$ cat src/rtl/alarm_pkg.sv
// Shared definitions for the alarm stage: FSM state encoding and the
// time-of-day limits it has in common with the real-time clock counter.
// No ports; imported by alarm_unit.
package alarm_pkg;

    typedef logic [1:0] state_t;

    localparam state_t IDLE    = 2'd0;
    localparam state_t ARMED   = 2'd1;
    localparam state_t RINGING = 2'd2;
    localparam state_t SNOOZE  = 2'd3;

    localparam logic [6:0] MAX_SEC  = 7'd59;
    localparam logic [6:0] MAX_MIN  = 7'd59;
    localparam logic [5:0] MAX_HOUR = 6'd23;

endpackage

$ cat src/rtl/alarm_unit.sv
// Alarm stage after the RTC counter: stores an alarm time, rings a 0.5 Hz
// buzzer on match, supports bounded snoozes, manual stop and ring timeout.
// Ports: Clk_1sec/reset (sync, active-high); seconds/minutes/hours current
// time; alarm_en level arm; alarm_set + set_alarm_* load; snooze/stop
// requests; outputs alarm_minutes/alarm_hours, buzzer, ringing, snoozing,
// missed (sticky ring-timeout flag). All outputs come straight from flops.
module alarm_unit
    import alarm_pkg::*;
#(
    parameter int RING_SECS   = 60,
    parameter int SNOOZE_SECS = 300,
    parameter int MAX_SNOOZE  = 3
) (
    input  logic       Clk_1sec,
    input  logic       reset,
    input  logic [6:0] seconds,
    input  logic [6:0] minutes,
    input  logic [5:0] hours,
    input  logic       alarm_en,
    input  logic       alarm_set,
    input  logic [6:0] set_alarm_minutes,
    input  logic [5:0] set_alarm_hours,
    input  logic       snooze,
    input  logic       stop,
    output logic [6:0] alarm_minutes,
    output logic [5:0] alarm_hours,
    output logic       buzzer,
    output logic       ringing,
    output logic       snoozing,
    output logic       missed
);

    // One timer is shared by RINGING and SNOOZE, sized for the longer phase.
    localparam int TMAX = (RING_SECS > SNOOZE_SECS) ? RING_SECS : SNOOZE_SECS;
    localparam int TW   = (TMAX > 1) ? $clog2(TMAX) : 1;
    localparam int CW   = (MAX_SNOOZE > 0) ? $clog2(MAX_SNOOZE + 1) : 1;

    localparam logic [TW-1:0] RING_LAST = TW'(RING_SECS - 1);
    localparam logic [TW-1:0] SNZ_LAST  = TW'(SNOOZE_SECS - 1);
    localparam logic [CW-1:0] SNZ_MAX   = CW'(MAX_SNOOZE);

    state_t        state_q, state_d;
    logic [TW-1:0] timer_q, timer_d;
    logic [CW-1:0] snz_cnt_q, snz_cnt_d;
    logic [6:0]    alm_min_q, alm_min_d;
    logic [5:0]    alm_hr_q, alm_hr_d;
    logic          buzzer_q, buzzer_d;
    logic          ringing_q, ringing_d;
    logic          snoozing_q, snoozing_d;
    logic          missed_q, missed_d;

    logic load_ok;
    logic match;

    always_comb begin
        state_d   = state_q;
        timer_d   = timer_q;
        snz_cnt_d = snz_cnt_q;
        alm_min_d = alm_min_q;
        alm_hr_d  = alm_hr_q;
        missed_d  = missed_q;
        buzzer_d  = 1'b0;

        // A load is accepted only when both fields are in range.
        load_ok = alarm_set && (set_alarm_minutes <= MAX_MIN)
                            && (set_alarm_hours <= MAX_HOUR);
        match   = (hours == alm_hr_q) && (minutes == alm_min_q)
                  && (seconds == 7'd0);

        if (load_ok) begin
            alm_min_d = set_alarm_minutes;
            alm_hr_d  = set_alarm_hours;
            missed_d  = 1'b0;
            snz_cnt_d = '0;
            timer_d   = '0;
            state_d   = alarm_en ? ARMED : IDLE;
        end else if (!alarm_en) begin
            state_d = IDLE;
            timer_d = '0;
        end else begin
            case (state_q)
                IDLE: state_d = ARMED;
                ARMED: begin
                    if (match) begin
                        state_d   = RINGING;
                        timer_d   = '0;
                        snz_cnt_d = '0;
                        buzzer_d  = 1'b1;
                    end
                end
                RINGING: begin
                    // Stop beats snooze; snooze with no budget left acts as stop.
                    if (stop || (snooze && (snz_cnt_q >= SNZ_MAX))) begin
                        state_d = ARMED;
                        timer_d = '0;
                    end else if (snooze) begin
                        state_d   = SNOOZE;
                        snz_cnt_d = snz_cnt_q + CW'(1);
                        timer_d   = '0;
                    end else if (timer_q == RING_LAST) begin
                        state_d  = ARMED;
                        missed_d = 1'b1;
                        timer_d  = '0;
                    end else begin
                        timer_d  = timer_q + TW'(1);
                        buzzer_d = ~buzzer_q;
                    end
                end
                SNOOZE: begin
                    if (stop) begin
                        state_d = ARMED;
                        timer_d = '0;
                    end else if (timer_q == SNZ_LAST) begin
                        state_d  = RINGING;
                        timer_d  = '0;
                        buzzer_d = 1'b1;
                    end else begin
                        timer_d = timer_q + TW'(1);
                    end
                end
                default: state_d = IDLE;
            endcase
        end

        ringing_d  = (state_d == RINGING);
        snoozing_d = (state_d == SNOOZE);
    end

    always_ff @(posedge Clk_1sec) begin
        if (reset) begin
            state_q    <= IDLE;
            timer_q    <= '0;
            snz_cnt_q  <= '0;
            alm_min_q  <= '0;
            alm_hr_q   <= '0;
            buzzer_q   <= 1'b0;
            ringing_q  <= 1'b0;
            snoozing_q <= 1'b0;
            missed_q   <= 1'b0;
        end else begin
            state_q    <= state_d;
            timer_q    <= timer_d;
            snz_cnt_q  <= snz_cnt_d;
            alm_min_q  <= alm_min_d;
            alm_hr_q   <= alm_hr_d;
            buzzer_q   <= buzzer_d;
            ringing_q  <= ringing_d;
            snoozing_q <= snoozing_d;
            missed_q   <= missed_d;
        end
    end

    assign alarm_minutes = alm_min_q;
    assign alarm_hours   = alm_hr_q;
    assign buzzer        = buzzer_q;
    assign ringing       = ringing_q;
    assign snoozing      = snoozing_q;
    assign missed        = missed_q;

endmodule

$ cat config.mk
export PLATFORM = sky130hd
export DESIGN_NAME = alarm_unit
export DESIGN_NICKNAME = d
export VERILOG_FILES = /design/src/rtl/alarm_pkg.sv /design/src/rtl/alarm_unit.sv
export SDC_FILE = /design/constraint.sdc
export NUM_CORES = 1
export LEC_CHECK = 0
export CAP_MARGIN = 20
export CELL_PAD_IN_SITES_DETAIL_PLACEMENT = 0
export CELL_PAD_IN_SITES_GLOBAL_PLACEMENT = 1
export CORE_UTILIZATION = 48
export CTS_BUF_LIST = sky130_fd_sc_hd__clkbuf_16
export DETAILED_ROUTE_END_ITERATION = 10
export DONT_BUFFER_PORTS = 1
export GPL_TIMING_DRIVEN = 0
export PLACE_DENSITY_LB_ADDON = 0.05
export SKIP_LAST_GASP = 1
export SLEW_MARGIN = 25
export SYNTH_ARGS = -nofsm -noshare
export SYNTH_HDL_FRONTEND = slang
export SYNTH_SLANG_ARGS = --single-unit
$ cat constraint.sdc
create_clock -name Clk_1sec -period 5.7 [get_ports Clk_1sec]
set_clock_uncertainty 0.05 [all_clocks]
set_input_delay 1.14 -clock Clk_1sec [delete_from_list [all_inputs] [get_ports Clk_1sec]]
set_output_delay 1.14 -clock Clk_1sec [all_outputs]
set_load 0.01 [all_outputs]
# == After elaboration in Yosys (flattened, before gate mapping) ==
# Index checks and enable logic that the tools add are counted.
# word_totals
input_bits,39
word_cells,73
reg_bits,30
out_inout_bits,17
# classes
eq_ne,12
reduce_logical,15
muxes,28
addsub,2
n_lt_le_gt_ge,3
bitwise_logic,4
# op_table
operator,n
$mux 9,6
$pmux 9 s3,1
$mux 2,11
$reduce_and 5->1,2
$add 9x1->9 const B,1
$eq 9x6->1 const B,1
$eq 9x9->1 const B,1
$eq 2x2->1 const B,4
$pmux 2 s4,1
$eq 7x7->1,1
$le 7x6->1 const B,1
$logic_not 7->1,1
$mux 1,7
$eq 6x6->1,1
$le 6x5->1 const B,1
$ne 2x2->1 const B,3
$logic_and 1x1->1,5
$not 1->1,4
$pmux 2 s2,1
$pmux 1 s3,1
$reduce_bool 3->1,1
$reduce_or 3->1,1
$add 2x1->2 const B,1
$eq 2x1->1 const B,1
6 further kinds,6

# == Longest topological paths before layout ==
# Gate-level depths: netlist of the first run.
# depth
word_depth,8
mapped_depth,6
ltp_nobuf,6

# == Worst setup path before layout of the first run ==
# No wires, ideal clock.
# synth_path
path_kind,in2reg
start,input port seconds[1]
end,register ringing_q (netlist: ringing)
setup_ns,0.066
n_path_buf,0
slack_ns,3.019
required_time_ns,5.584
stages,5
t_arrival_ns,2.566
cell_sequence,nor4_2 -> nand4_1 -> or4_4 -> a2111oi_4 -> nor2b_1
# synth_via
elab_chain_cells,7
# synth_rtl
item,line_no,rtl
start: declaration,alarm_unit.sv:16,"input logic [6:0] seconds,"
$logic_not 7->1,alarm_unit.sv:68,&& (seconds == 7'd0);
$logic_and 1x1->1,alarm_unit.sv:68,
$mux 2,alarm_unit.sv:84,if (match) begin
$pmux 2 s4,alarm_unit.sv:81,case (state_q)
$mux 2,alarm_unit.sv:77,end else if (!alarm_en) begin
$mux 2,alarm_unit.sv:70,if (load_ok) begin
$eq 2x2->1,alarm_unit.sv:125,ringing_d = (state_d == RINGING);
end signal: assignment,alarm_unit.sv:147,ringing_q <= ringing_d;
end: declaration,alarm_unit.sv:48,"logic ringing_q, ringing_d;"
# No other way between the ends.
# A chain may end at the register's enable or synchronous reset.

# == Worst setup path after layout of the first run ==
# layout_path
start,input port set_alarm_minutes[5]
end,register timer_q[0]
# layout_via
elab_chain_cells,4
# layout_rtl
item,line_no,rtl
start: declaration,alarm_unit.sv:21,"input logic [6:0] set_alarm_minutes,"
$le 7x6->1,alarm_unit.sv:65,load_ok = alarm_set && (set_alarm_minutes <= MAX_MIN)
$logic_and 1x1->1,alarm_unit.sv:65,
$logic_and 1x1->1,alarm_unit.sv:66,&& (set_alarm_hours <= MAX_HOUR);
$reduce_or 3->1 (no source line),--,
end signal: assignment,alarm_unit.sv:142,timer_q <= timer_d;
end: declaration,alarm_unit.sv:43,"logic [TW-1:0] timer_q, timer_d;"
# No other way between the ends.

==> run_results.csv, run 1 <==
group,metric,value,unit
clocking,cts_made_buffers,5,
timing,slew_viol_final,0,
worst_setup_path,timing_worst_setup_path_type,"in2reg",
logic_synthesis,yosys.area_share.xor_xnor,8.47,%
logic_synthesis,synth_mux_area_share,0.726,%
logic_synthesis,synth.largest_area_cell,"dfxtp_1",
logic_synthesis,post_synth.cell_area_avg,8.67,um^2
floorplanning,horizontal_die_dimension,58.9,um
detailed_routing,firstDrtPassIters,4,
clocking,cts.repair.resized,0,
grt,grt_util_all_layers,21.8,%
layout,mostFrequentLayoutCell,"dfxtp_1",
timing,grt_setup_unrepaired,"no",
logic_synthesis,yosysSeqAreaShare,38.7,%
timing,final_setup_violation_count,0,
logic_synthesis,ys_types,40,
logic_synthesis,synth_simple_gate_area_share,29.0,%
power_and_ir_drop,finalPower,0.000478,W
timing,number_of_endpoints_with_negative_hold_slack_in_the_final_report,0,
clocking,clock-root-buffer,"clkbuf_16",
logic_synthesis,synthesis.area,1550,um^2
clocking,maximum_number_of_buffers_from_clock_root_to_sink,2,
placement,finalWeightedCongestion,0.836,
detailed_routing,vias,1318,
min_path,holdCritPathClass,"reg2reg",
logic_synthesis,synth_top_area_share,38.7,%
worst_setup_path,critical_path_required,5.86,ns
detailed_routing,vias_per_cell,5.73,
placement,number_of_buffers_added_on_ports,0,
clocking,clock_latency,0.27,ns
detailed_routing,antenna_left,0,
detailed_routing,detail_route.wirelength,3290,um
floorplanning,chipHeight,58.9,um
clocking,setup_fix_buffers_added_after_clock_tree_synthesis,0,
grt,grt_pass1_wl,5580,um
logic_synthesis,synth.area.top_cells,"dfxtp_1 (39%), xnor2_1 (7.9%), nand2_1 (6.8%), a21oi_1 (4.5%), nor2_1 (2.9%)",
layout,areaGrowthSynthToFinish,12.1,%
layout,nets,227,
floorplanning,fp.coreArea,3050,um^2
flow_run,max_cap_violations,0,
timing,final_period_demand_of_the_worst_path,2.76,ns
floorplanning,floorplan.initialDensity,50.8,%
layout,final_core_utilization,57.0,%
logic_synthesis,synthesis.nets,220,
clocking,hold_buffers,0,
detailed_routing,routedWlPerCell,14.3,um
timing,setup-tns-final,0,ns
clocking,cts_tree,"built",
layout,drive_gt1_share,7.53,%
detailed_routing,drt_iter0_markers,72,
worst_setup_path,startpoint,"set_alarm_minutes[5]",
clocking,cts.sink_count,30,
min_path,hp-start,"snz_cnt_q[1]$_SDFFE_PP0P_",
worst_setup_path,setup.worst_path.start_class,"primary input",
floorplanning,pin_count,56,
timing,post-route-period-util,48.5,%
clocking,clock_tree.htree_level_count,2,
logic_synthesis,synth_compound_gate_area_share,18.8,%
grt,grt_overflow,0,
clocking,cts.reportedPaths.clkPinSlew,0.05,ns
layout,highest_count_cells_in_the_layout_ignoring_fill_and_taps,"dfxtp_1 (30), nand2_1 (28), a21oi_1 (14), xnor2_1 (14), nor2_1 (12)",
timing,clock.fmax,362,MHz
power_and_ir_drop,ir_drop,151,uV
logic_synthesis,ys_seq_elements,30,
grt,grt_start_max_net_pins,11,
power_and_ir_drop,power_leakage,0.622,nW
worst_setup_path,cp.arrival,2.92,ns
logic_synthesis,post_synthesis_share_of_cell_area_spent_on_full_adders_half_adders_and_majority_gates,1.61,%
logic_synthesis,syn_inst,179,
logic_synthesis,main_combinational_cell_family_by_area_after_synthesis,"simple AND/OR/NAND/NOR gates",
grt,grt_antenna_before_repair,0,
timing,slew_headroom,32.3,%
layout,ant_diodes,0,
worst_setup_path,setup.worst_path.end_class,"flop",
detailed_routing,drcViolationCount,0,
timing,hold_worst_slack,0.452,ns
placement,dpl.hpwl,2530,um
power_and_ir_drop,power.density,275,nW/um^2
timing,worstMarginPinSlew,1.01,ns
floorplanning,floorplan.die_area,3460,um^2
grt,grt_pass1_vias,1219,
worst_setup_path,rr_startpoint,"timer_q[0]$_SDFFE_PP0P_",
run_status,outcome,"completed",
worst_setup_path,critical_path_peak_fanout,9,
logic_synthesis,synth_warnings,0,
floorplanning,floorplan.rows,20,
## per-layer routing
layer | vias to the layer above | global-route usage, % | wire length, um | share of wire [%]
li1 | 661 | - | - | -
met1 | 615 | 27.1 | 1470 | 45
met4 | 0 | 8.84 | 44 | 1.3
met3 | 5 | 7.91 | 222 | 6.7
met2 | 37 | 34.1 | 1560 | 47
met5 | - | 0 | 0 | 0
## Yosys cell counts, drive strengths merged
cell     number
and2          3
or3           2
a2111oi       2
nand4b        1
xor2          1
nor2         13
ha            2
and3          4
or4           1
nor2b         4
nor4          3
nor3          4
a311oi        2
nand2        28
a41o          1
o311a         1
a21oi        14
dfxtp        30
mux2          1
o21a          1
a22o          4
xnor2        14
a221o         4
nand4         6
nand2b        2
nor3b         1
o31ai         1
clkbuf        6
o31a          1
and4b         1
inv           5
a31oi         3
nand3         7
nor4b         3
o211a         1
a211o         1
and4bb        1
## sequential cells by signal (all words and copies together), names as in the netlist
signal,cells
snoozing,1
state_q,2
alarm_minutes,7
alarm_hours,6
missed,1
timer_q,9
ringing,1
buzzer,1
snz_cnt_q,2
## stage by stage
stage | instances | setup slack, ns | cell area (um^2)
floorplan | 179 | 3.02 | 1550
global placement | 223 | 2.71 | 1610
detailed placement | 223 | 2.66 | 1610
CTS | 230 | 2.95 | 1740
global route | 230 | 2.77 | 1740
finish | 230 | 2.94 | 1740
## area by class of cell
type                    instances  area (um^2)
plain buffers                   6         22.5
clock buffers                   5          125
clock inverters                 2         7.51
fillers                       295         1310
inverters                       5         18.8
multi-input cells             138          910
flip-flops and latches         30          601
well taps                      44         55.1
## cells by family after synthesis
logic type / Yosys count
AOI/OAI and AO/OA: 36
xor gates and xnor gates: 15
adders and majority gates: 2
buffers and inverters: 11
DFF: 30
muxes: 1
and+or+nand+nor: 84
## critical path: stages
cell and delay, ns:
nand4_1 0.17, and3_1 0.24, clkbuf_1 0.19, a2111oi_2 0.89
mux2_2 0.29
## worst paths after layout
check | endpoint | slack (ns) | cells past startpoint
setup / recovery | timer_q[0]$_SDFFE_PP0P_ | 2.94 | 5
hold / removal | snz_cnt_q[1]$_SDFFE_PP0P_ | 0.45 | 1
setup reg to reg | timer_q[4]$_SDFFE_PP0P_ | 3.39 | 6
hold reg to reg | snz_cnt_q[1]$_SDFFE_PP0P_ | 0.45 | 1
## power breakdown
group,internal [W],switching [W],total [W]
registers,0.000213,0.00000343,0.000216
clock network,0.000155,0.0000813,0.000236
logic,0.0000105,0.0000149,0.0000254
Note: power is estimated with default switching activity, not from simulation.
==> inputs of run 2 (changes only) <==
--- a/config.mk
+++ b/config.mk
@@ -8,7 +8,7 @@
 export CAP_MARGIN = 20
 export CELL_PAD_IN_SITES_DETAIL_PLACEMENT = 0
 export CELL_PAD_IN_SITES_GLOBAL_PLACEMENT = 1
-export CORE_UTILIZATION = 48
+export CORE_UTILIZATION = 44
 export CTS_BUF_LIST = sky130_fd_sc_hd__clkbuf_16
 export DETAILED_ROUTE_END_ITERATION = 10
 export DONT_BUFFER_PORTS = 1
==> constraint.sdc (replaced) <==
create_clock -name Clk_1sec -period 2.85 [get_ports Clk_1sec]
set_clock_uncertainty 0.05 [all_clocks]
set_input_delay 0.57 -clock Clk_1sec [delete_from_list [all_inputs] [get_ports Clk_1sec]]
set_output_delay 0.57 -clock Clk_1sec [all_outputs]
set_load 0.01 [all_outputs]
==> run_results.csv, run 2 (synthesized netlist as in run 1, its figures left out) <==
group,metric,value,unit
worst_setup_path,setup.worst_path.end_class,"flop",
timing,final_setup_violation_count,0,
grt,grt_antenna_before_repair,0,
placement,post-place-cells,225,
clocking,setup_fix_buffers_added_after_clock_tree_synthesis,0,
timing,slew_headroom,34.9,%
placement,finalWeightedCongestion,0.861,
detailed_routing,detail_route.wirelength,3430,um
power_and_ir_drop,ir_drop,279,uV
worst_setup_path,r2r-end,"timer_q[5]$_SDFFE_PP0P_",
worst_setup_path,timing_worst_setup_path_type,"reg2reg",
grt,grt_start_max_net_pins,11,
worst_setup_path,cp.arrival,2.44,ns
layout,largest_register_by_flop_count,"timer_q",
timing,clock.fmax,427,MHz
layout,max_reg_flops,9,
grt,grt_overflow,0,
min_path,holdCritPathClass,"in2reg",
clocking,cts.reportedPaths.clkPinSlew,0.05,ns
layout,areaGrowthSynthToFinish,12.3,%
power_and_ir_drop,power.density,543,nW/um^2
clocking,maximum_number_of_buffers_from_clock_root_to_sink,2,
timing,number_of_endpoints_with_negative_hold_slack_in_the_final_report,0,
placement,number_of_buffers_added_on_ports,0,
layout,ant_diodes,0,
detailed_routing,routedWlPerCell,14.8,um
floorplanning,floorplan.die_area,3770,um^2
detailed_routing,vias,1350,
grt,grt_pass1_wl,5580,um
layout,drive_gt1_share,7.53,%
floorplanning,chipHeight,61.4,um
flow_run,max_cap_violations,0,
layout,non_filler_instance_count_after_layout,232,
layout,mostFrequentLayoutCell,"dfxtp_1",
worst_setup_path,startpoint,"timer_q[0]$_SDFFE_PP0P_",
placement,dpl.hpwl,2620,um
timing,grt_setup_unrepaired,"no",
floorplanning,horizontal_die_dimension,61.4,um
worst_setup_path,rr_startpoint,"timer_q[0]$_SDFFE_PP0P_",
grt,grt_pass1_vias,1270,
worst_setup_path,critical_path_peak_fanout,8,
layout,nets,227,
layout,num-fill-cells,355,
timing,post-route-period-util,82.2,%
run_status,outcome,"completed",
floorplanning,floorplan.initialDensity,46.1,%
min_path,whs_endpoint,"alarm_minutes[0]$_SDFFE_PP0P_",
timing,slew_viol_final,0,
floorplanning,pin_count,56,
clocking,cts_tree,"built",
floorplanning,floorplan.rows,21,
timing,final_period_demand_of_the_worst_path,2.34,ns
worst_setup_path,critical_path_required,2.95,ns
worst_setup_path,regToRegSetupSlack,0.51,ns
min_path,min_delay_path_depth,1,
detailed_routing,antenna_left,0,
clocking,cts.repair.resized,0,
detailed_routing,drcViolationCount,0,
worst_setup_path,worstRegToRegCells,6,
clocking,cts_made_buffers,5,
clocking,clock_tree.htree_level_count,2,
detailed_routing,firstDrtPassIters,4,
min_path,hp-start,"reset",
detailed_routing,drt_iter0_markers,75,
worst_setup_path,setup.worst_path.start_class,"flop",
floorplanning,fp.coreArea,3360,um^2
detailed_routing,vias_per_cell,5.82,
clocking,hold_buffers,0,
grt,grt_util_all_layers,20.7,%
timing,setup-tns-final,0,ns
clocking,clock-root-buffer,"clkbuf_16",
clocking,cts.sink_count,30,
timing,worstMarginPinSlew,0.974,ns
layout,highest_count_cells_in_the_layout_ignoring_fill_and_taps,"dfxtp_1 (30), nand2_1 (28), a21oi_1 (14), xnor2_1 (14), nor2_1 (12)",
power_and_ir_drop,power_leakage,0.622,nW
clocking,clock_latency,0.27,ns
[run 2: cell counts in the layout (fill, tap and decap cells not counted)]
No cell type changed its count.
[run 2: area by class of cell]
type / count / area, um^2 / area share (%)
flip-flops and latches: 30 / 601 / 34.5
clock buffers: 5 / 125 / 7.18
multi-input cells: 138 / 910 / 52.2
inverters: 5 / 18.8 / 1.08
clock inverters: 2 / 7.51 / 0.431
plain buffers: 6 / 22.5 / 1.29
well taps: 46 / 57.6 / 3.30
[run 2: worst max-delay path by stage]
stage | depth (start not counted) | end
after floorplan | 5 | ringing$_SDFF_PP0_
after global placement | 5 | timer_q[0]$_SDFFE_PP0P_
after detailed placement | 5 | timer_q[0]$_SDFFE_PP0P_
after CTS | 6 | timer_q[4]$_SDFFE_PP0P_
after global routing | 6 | timer_q[4]$_SDFFE_PP0P_
final | 6 | timer_q[5]$_SDFFE_PP0P_
[run 2: layer usage]
layer  GRT usage, %  wire [um]
met2           32.8       1630
met3           5.67        182
met5              0          0
met4           12.7         45
met1           24.9       1570
[run 2: power breakdown]
| group | internal [W] | leakage, nW | switching [W] |
|---|---|---|---|
| clock network | 0.000309 | 0.0723 | 0.000152 |
| registers | 0.000426 | 0.242 | 0.00000699 |
| logic | 0.0000209 | 0.307 | 0.0000303 |
| total | 0.000756 | 0.622 | 0.000190 |
[run 2: stage by stage]
stage	worst slack, ns	cell area (um^2)	utilization, %	hold WS [ns]	power, W
after global routing	0.374	1740	51.8	0.320	0.000985
after global placement	0.413	1610	47.8	0.429	0.000491
after detailed placement	0.398	1610	47.8	0.447	0.000492
after CTS	0.507	1740	51.8	0.318	0.000964
after floorplan	0.739	1550	-	0.420	0.000481
final	0.508	1740	51.8	0.324	0.000946
[run 2: worst max-delay path, cell delays in order, from the launching register on]
cell     delay (ns)
dfxtp_1        0.37
ha_1           0.23
nor2b_1        0.24
nand4_1        0.22
a21oi_1        0.59
nor2_2         0.19
a221o_1        0.33
==> inputs of run 3 (changes only) <==
--- a/config.mk
+++ b/config.mk
@@ -5,10 +5,11 @@
 export SDC_FILE = /design/constraint.sdc
 export NUM_CORES = 1
 export LEC_CHECK = 0
+export ABC_AREA = 1
 export CAP_MARGIN = 20
 export CELL_PAD_IN_SITES_DETAIL_PLACEMENT = 0
 export CELL_PAD_IN_SITES_GLOBAL_PLACEMENT = 1
-export CORE_UTILIZATION = 44
+export CORE_UTILIZATION = 39
 export CTS_BUF_LIST = sky130_fd_sc_hd__clkbuf_16
 export DETAILED_ROUTE_END_ITERATION = 10
 export DONT_BUFFER_PORTS = 1
==> constraint.sdc (replaced) <==
create_clock -name Clk_1sec -period 2.1 [get_ports Clk_1sec]
set_clock_uncertainty 0.05 [all_clocks]
set_input_delay 0.42 -clock Clk_1sec [delete_from_list [all_inputs] [get_ports Clk_1sec]]
set_output_delay 0.42 -clock Clk_1sec [all_outputs]
set_load 0.01 [all_outputs]
==> run_results.csv, run 3 <==
group,metric,value,unit
logic_synthesis,yosysSeqAreaShare,32.6,%
timing,slew_headroom,75.2,%
run_status,failing_checks,"DRC",
layout,largest_register_by_flop_count,"timer_q",
worst_setup_path,worstPathBufferInverterCount,0,
worst_setup_path,setup.worst_path.end_class,"flop",
run_status,outcome,"finished, violations left",
layout,drive_gt1_share,13.1,%
timing,hold_worst_slack,0.159,ns
timing,post-route-period-util,80.2,%
timing,clock.fmax,593,MHz
layout,ant_diodes,0,
detailed_routing,drcViolationCount,6,
worst_setup_path,crit_slowest_cell,"dfxtp_1",
worst_setup_path,cp.arrival,1.81,ns
grt,grt_pass1_vias,1576,
layout,areaGrowthSynthToFinish,11.0,%
layout,postLayoutCellArea,2040,um^2
clocking,clock_tree.htree_level_count,2,
logic_synthesis,ys_async_sr_fraction,0,%
floorplanning,floorplan.die_area,5000,um^2
logic_synthesis,synth_warnings,0,
logic_synthesis,synthesis.nets,322,
clocking,cts_tree,"built",
flow_run,max_cap_violations,0,
logic_synthesis,synth.area.top_cells,"dfxtp_1 (33%), nand2_1 (13%), inv_1 (8.4%), nor2_1 (6.5%), a21oi_1 (6.3%)",
clocking,cts.repair.resized,0,
detailed_routing,vias_per_cell,4.93,
worst_setup_path,setup.worst_path.start_class,"flop",
logic_synthesis,yosys-top-cells-count,"nand2_1 (65), inv_1 (41), nor2_1 (32)",
floorplanning,floorplan.rows,24,
grt,grt_antenna_before_repair,0,
clocking,cts.reportedPaths.clkPinSlew,0.05,ns
min_path,holdCritPathClass,"in2reg",
layout,mostFrequentLayoutCell,"nand2_1",
layout,max_reg_flops,9,
min_path,hp-start,"reset",
logic_synthesis,ys_types,27,
detailed_routing,vias,1680,
grt,grt_start_max_net_pins,11,
floorplanning,pin_count,56,
floorplanning,chipHeight,70.7,um
worst_setup_path,critical_path_peak_fanout,6,
layout,highest_count_cells_in_the_layout_ignoring_fill_and_taps,"nand2_1 (65), inv_1 (42), nor2_1 (32)",
worst_setup_path,worstPathCellList,"ha_1 > nand2_2 > nor2_4 > nand3_2 > nand3_2 > nand2_2 > o21ai_1 > nand2_1 > nand2_1 > nor2_1",
floorplanning,fp.coreArea,4440,um^2
clocking,clock-root-buffer,"clkbuf_16",
grt,grt_overflow,0,
logic_synthesis,synth.largest_area_cell,"dfxtp_1",
worst_setup_path,startpoint,"timer_q[0]$_SDFFE_PP0P_",
timing,setup-tns-final,0,ns
timing,number_of_endpoints_with_negative_hold_slack_in_the_final_report,0,
power_and_ir_drop,finalPower,0.00137,W
worst_setup_path,critical_path_required,2.22,ns
detailed_routing,detail_route.wirelength,4330,um
worst_setup_path,cp_slowest_stage_delay,0.39,ns
logic_synthesis,yosys.cell_count.top_type,"nand2_1",
layout,final_core_utilization,46.0,%
worst_setup_path,timing_worst_setup_path_type,"reg2reg",
power_and_ir_drop,power.density,671,nW/um^2
floorplanning,floorplan.initialDensity,41.4,%
power_and_ir_drop,ir_drop,321,uV
detailed_routing,firstDrtPassIters,7,
power_and_ir_drop,power_leakage,0.895,nW
placement,finalWeightedCongestion,0.820,
detailed_routing,antenna_left,0,
logic_synthesis,synth_top_area_share,32.6,%
logic_synthesis,ys_seq_elements,30,
clocking,maximum_number_of_buffers_from_clock_root_to_sink,2,
placement,placed_cell_area,1910,um^2
timing,final_setup_violation_count,0,
grt,grt_pass1_wl,7260,um
clocking,hold_buffers,0,
timing,grt_setup_unrepaired,"no",
clocking,setup_fix_buffers_added_after_clock_tree_synthesis,0,
placement,number_of_buffers_added_on_ports,0,
worst_setup_path,rr_startpoint,"timer_q[0]$_SDFFE_PP0P_",
detailed_routing,drt_iter0_markers,75,
clocking,cts_made_buffers,5,
detailed_routing,routedWlPerCell,12.7,um
timing,slew_viol_final,0,
timing,final_period_demand_of_the_worst_path,1.69,ns
logic_synthesis,ys_dominant_reg_cell,"dfxtp_1",
timing,worstMarginPinSlew,0.372,ns
worst_setup_path,timing.critical_path.max_delay_family,"simple AND/OR/NAND/NOR gates",
layout,nets,329,
clocking,clock_latency,0.28,ns
logic_synthesis,synth_edf_count,0,
grt,grt_util_all_layers,18.6,%
logic_synthesis,synthesis.area,1840,um^2
logic_synthesis,syn_inst,281,
placement,dpl.hpwl,3320,um
floorplanning,horizontal_die_dimension,70.7,um
clocking,cts.sink_count,30,
logic_synthesis,post_synth.cell_area_avg,6.55,um^2
## run 3: changes by cell type after synthesis, sizes merged, moves of 12 or more
cell | previous run | this run
nor2 | 13 | 40
xnor2 | 14 | 1
o21ai | 0 | 16
inv | 5 | 45
nand2 | 28 | 71
a21oi | 14 | 26
nand3 | 7 | 22
## run 3: cells by family (layout without fill, tap and decap cells)
group / after synthesis / in the layout / synth area share, %
flops: 30 / 30 / 32.6
compound gates: 45 / 45 / 13.5
xor+xnor: 6 / 6 / 2.86
buf+inv: 49 / 57 / 10.1
simple gates: 149 / 149 / 39.6
fa+ha+maj: 2 / 2 / 1.36
## run 3: final cells by class
cell class	instances	area, um^2
fillers	498	2400
multi-input cells	202	1050
flip-flops and latches	30	601
inverters	45	169
clock buffers	5	125
well taps	52	65.1
plain buffers	4	17.5
clock inverters	3	12.5
## run 3: path summary, 6_finish.rpt
path / endpoint / slack, ns / cells after the start
min reg2reg: timer_q[7]$_SDFFE_PP0P_ / 0.45 / 2
max: timer_q[5]$_SDFFE_PP0P_ / 0.41 / 10
max reg2reg: timer_q[5]$_SDFFE_PP0P_ / 0.41 / 10
min: state_q[0]$_SDFF_PP0_ / 0.16 / 1
## run 3: metal layers
layer  up-vias  track usage [%]  routed length, um
met5         -                0                  0
met4         0             8.22                 81
met3         9             5.41                258
met2        48             27.5               1820
met1       720             25.3               2170
li1        903                -                  -
## run 3: where the power goes
group	switching, W	internal [W]
combinational	0.0000602	0.0000334
clock	0.000251	0.000427
sequential	0.0000160	0.000583
total	0.000327	0.00104
## run 3: per-stage QoR
step | cells | setup WS (ns)
6_report | 341 | 0.415
2_1_floorplan | 281 | 0.633
4_1_cts | 341 | 0.402
3_3_place_gp | 333 | 0.378
3_5_place_dp | 333 | 0.347
5_1_grt | 341 | 0.181
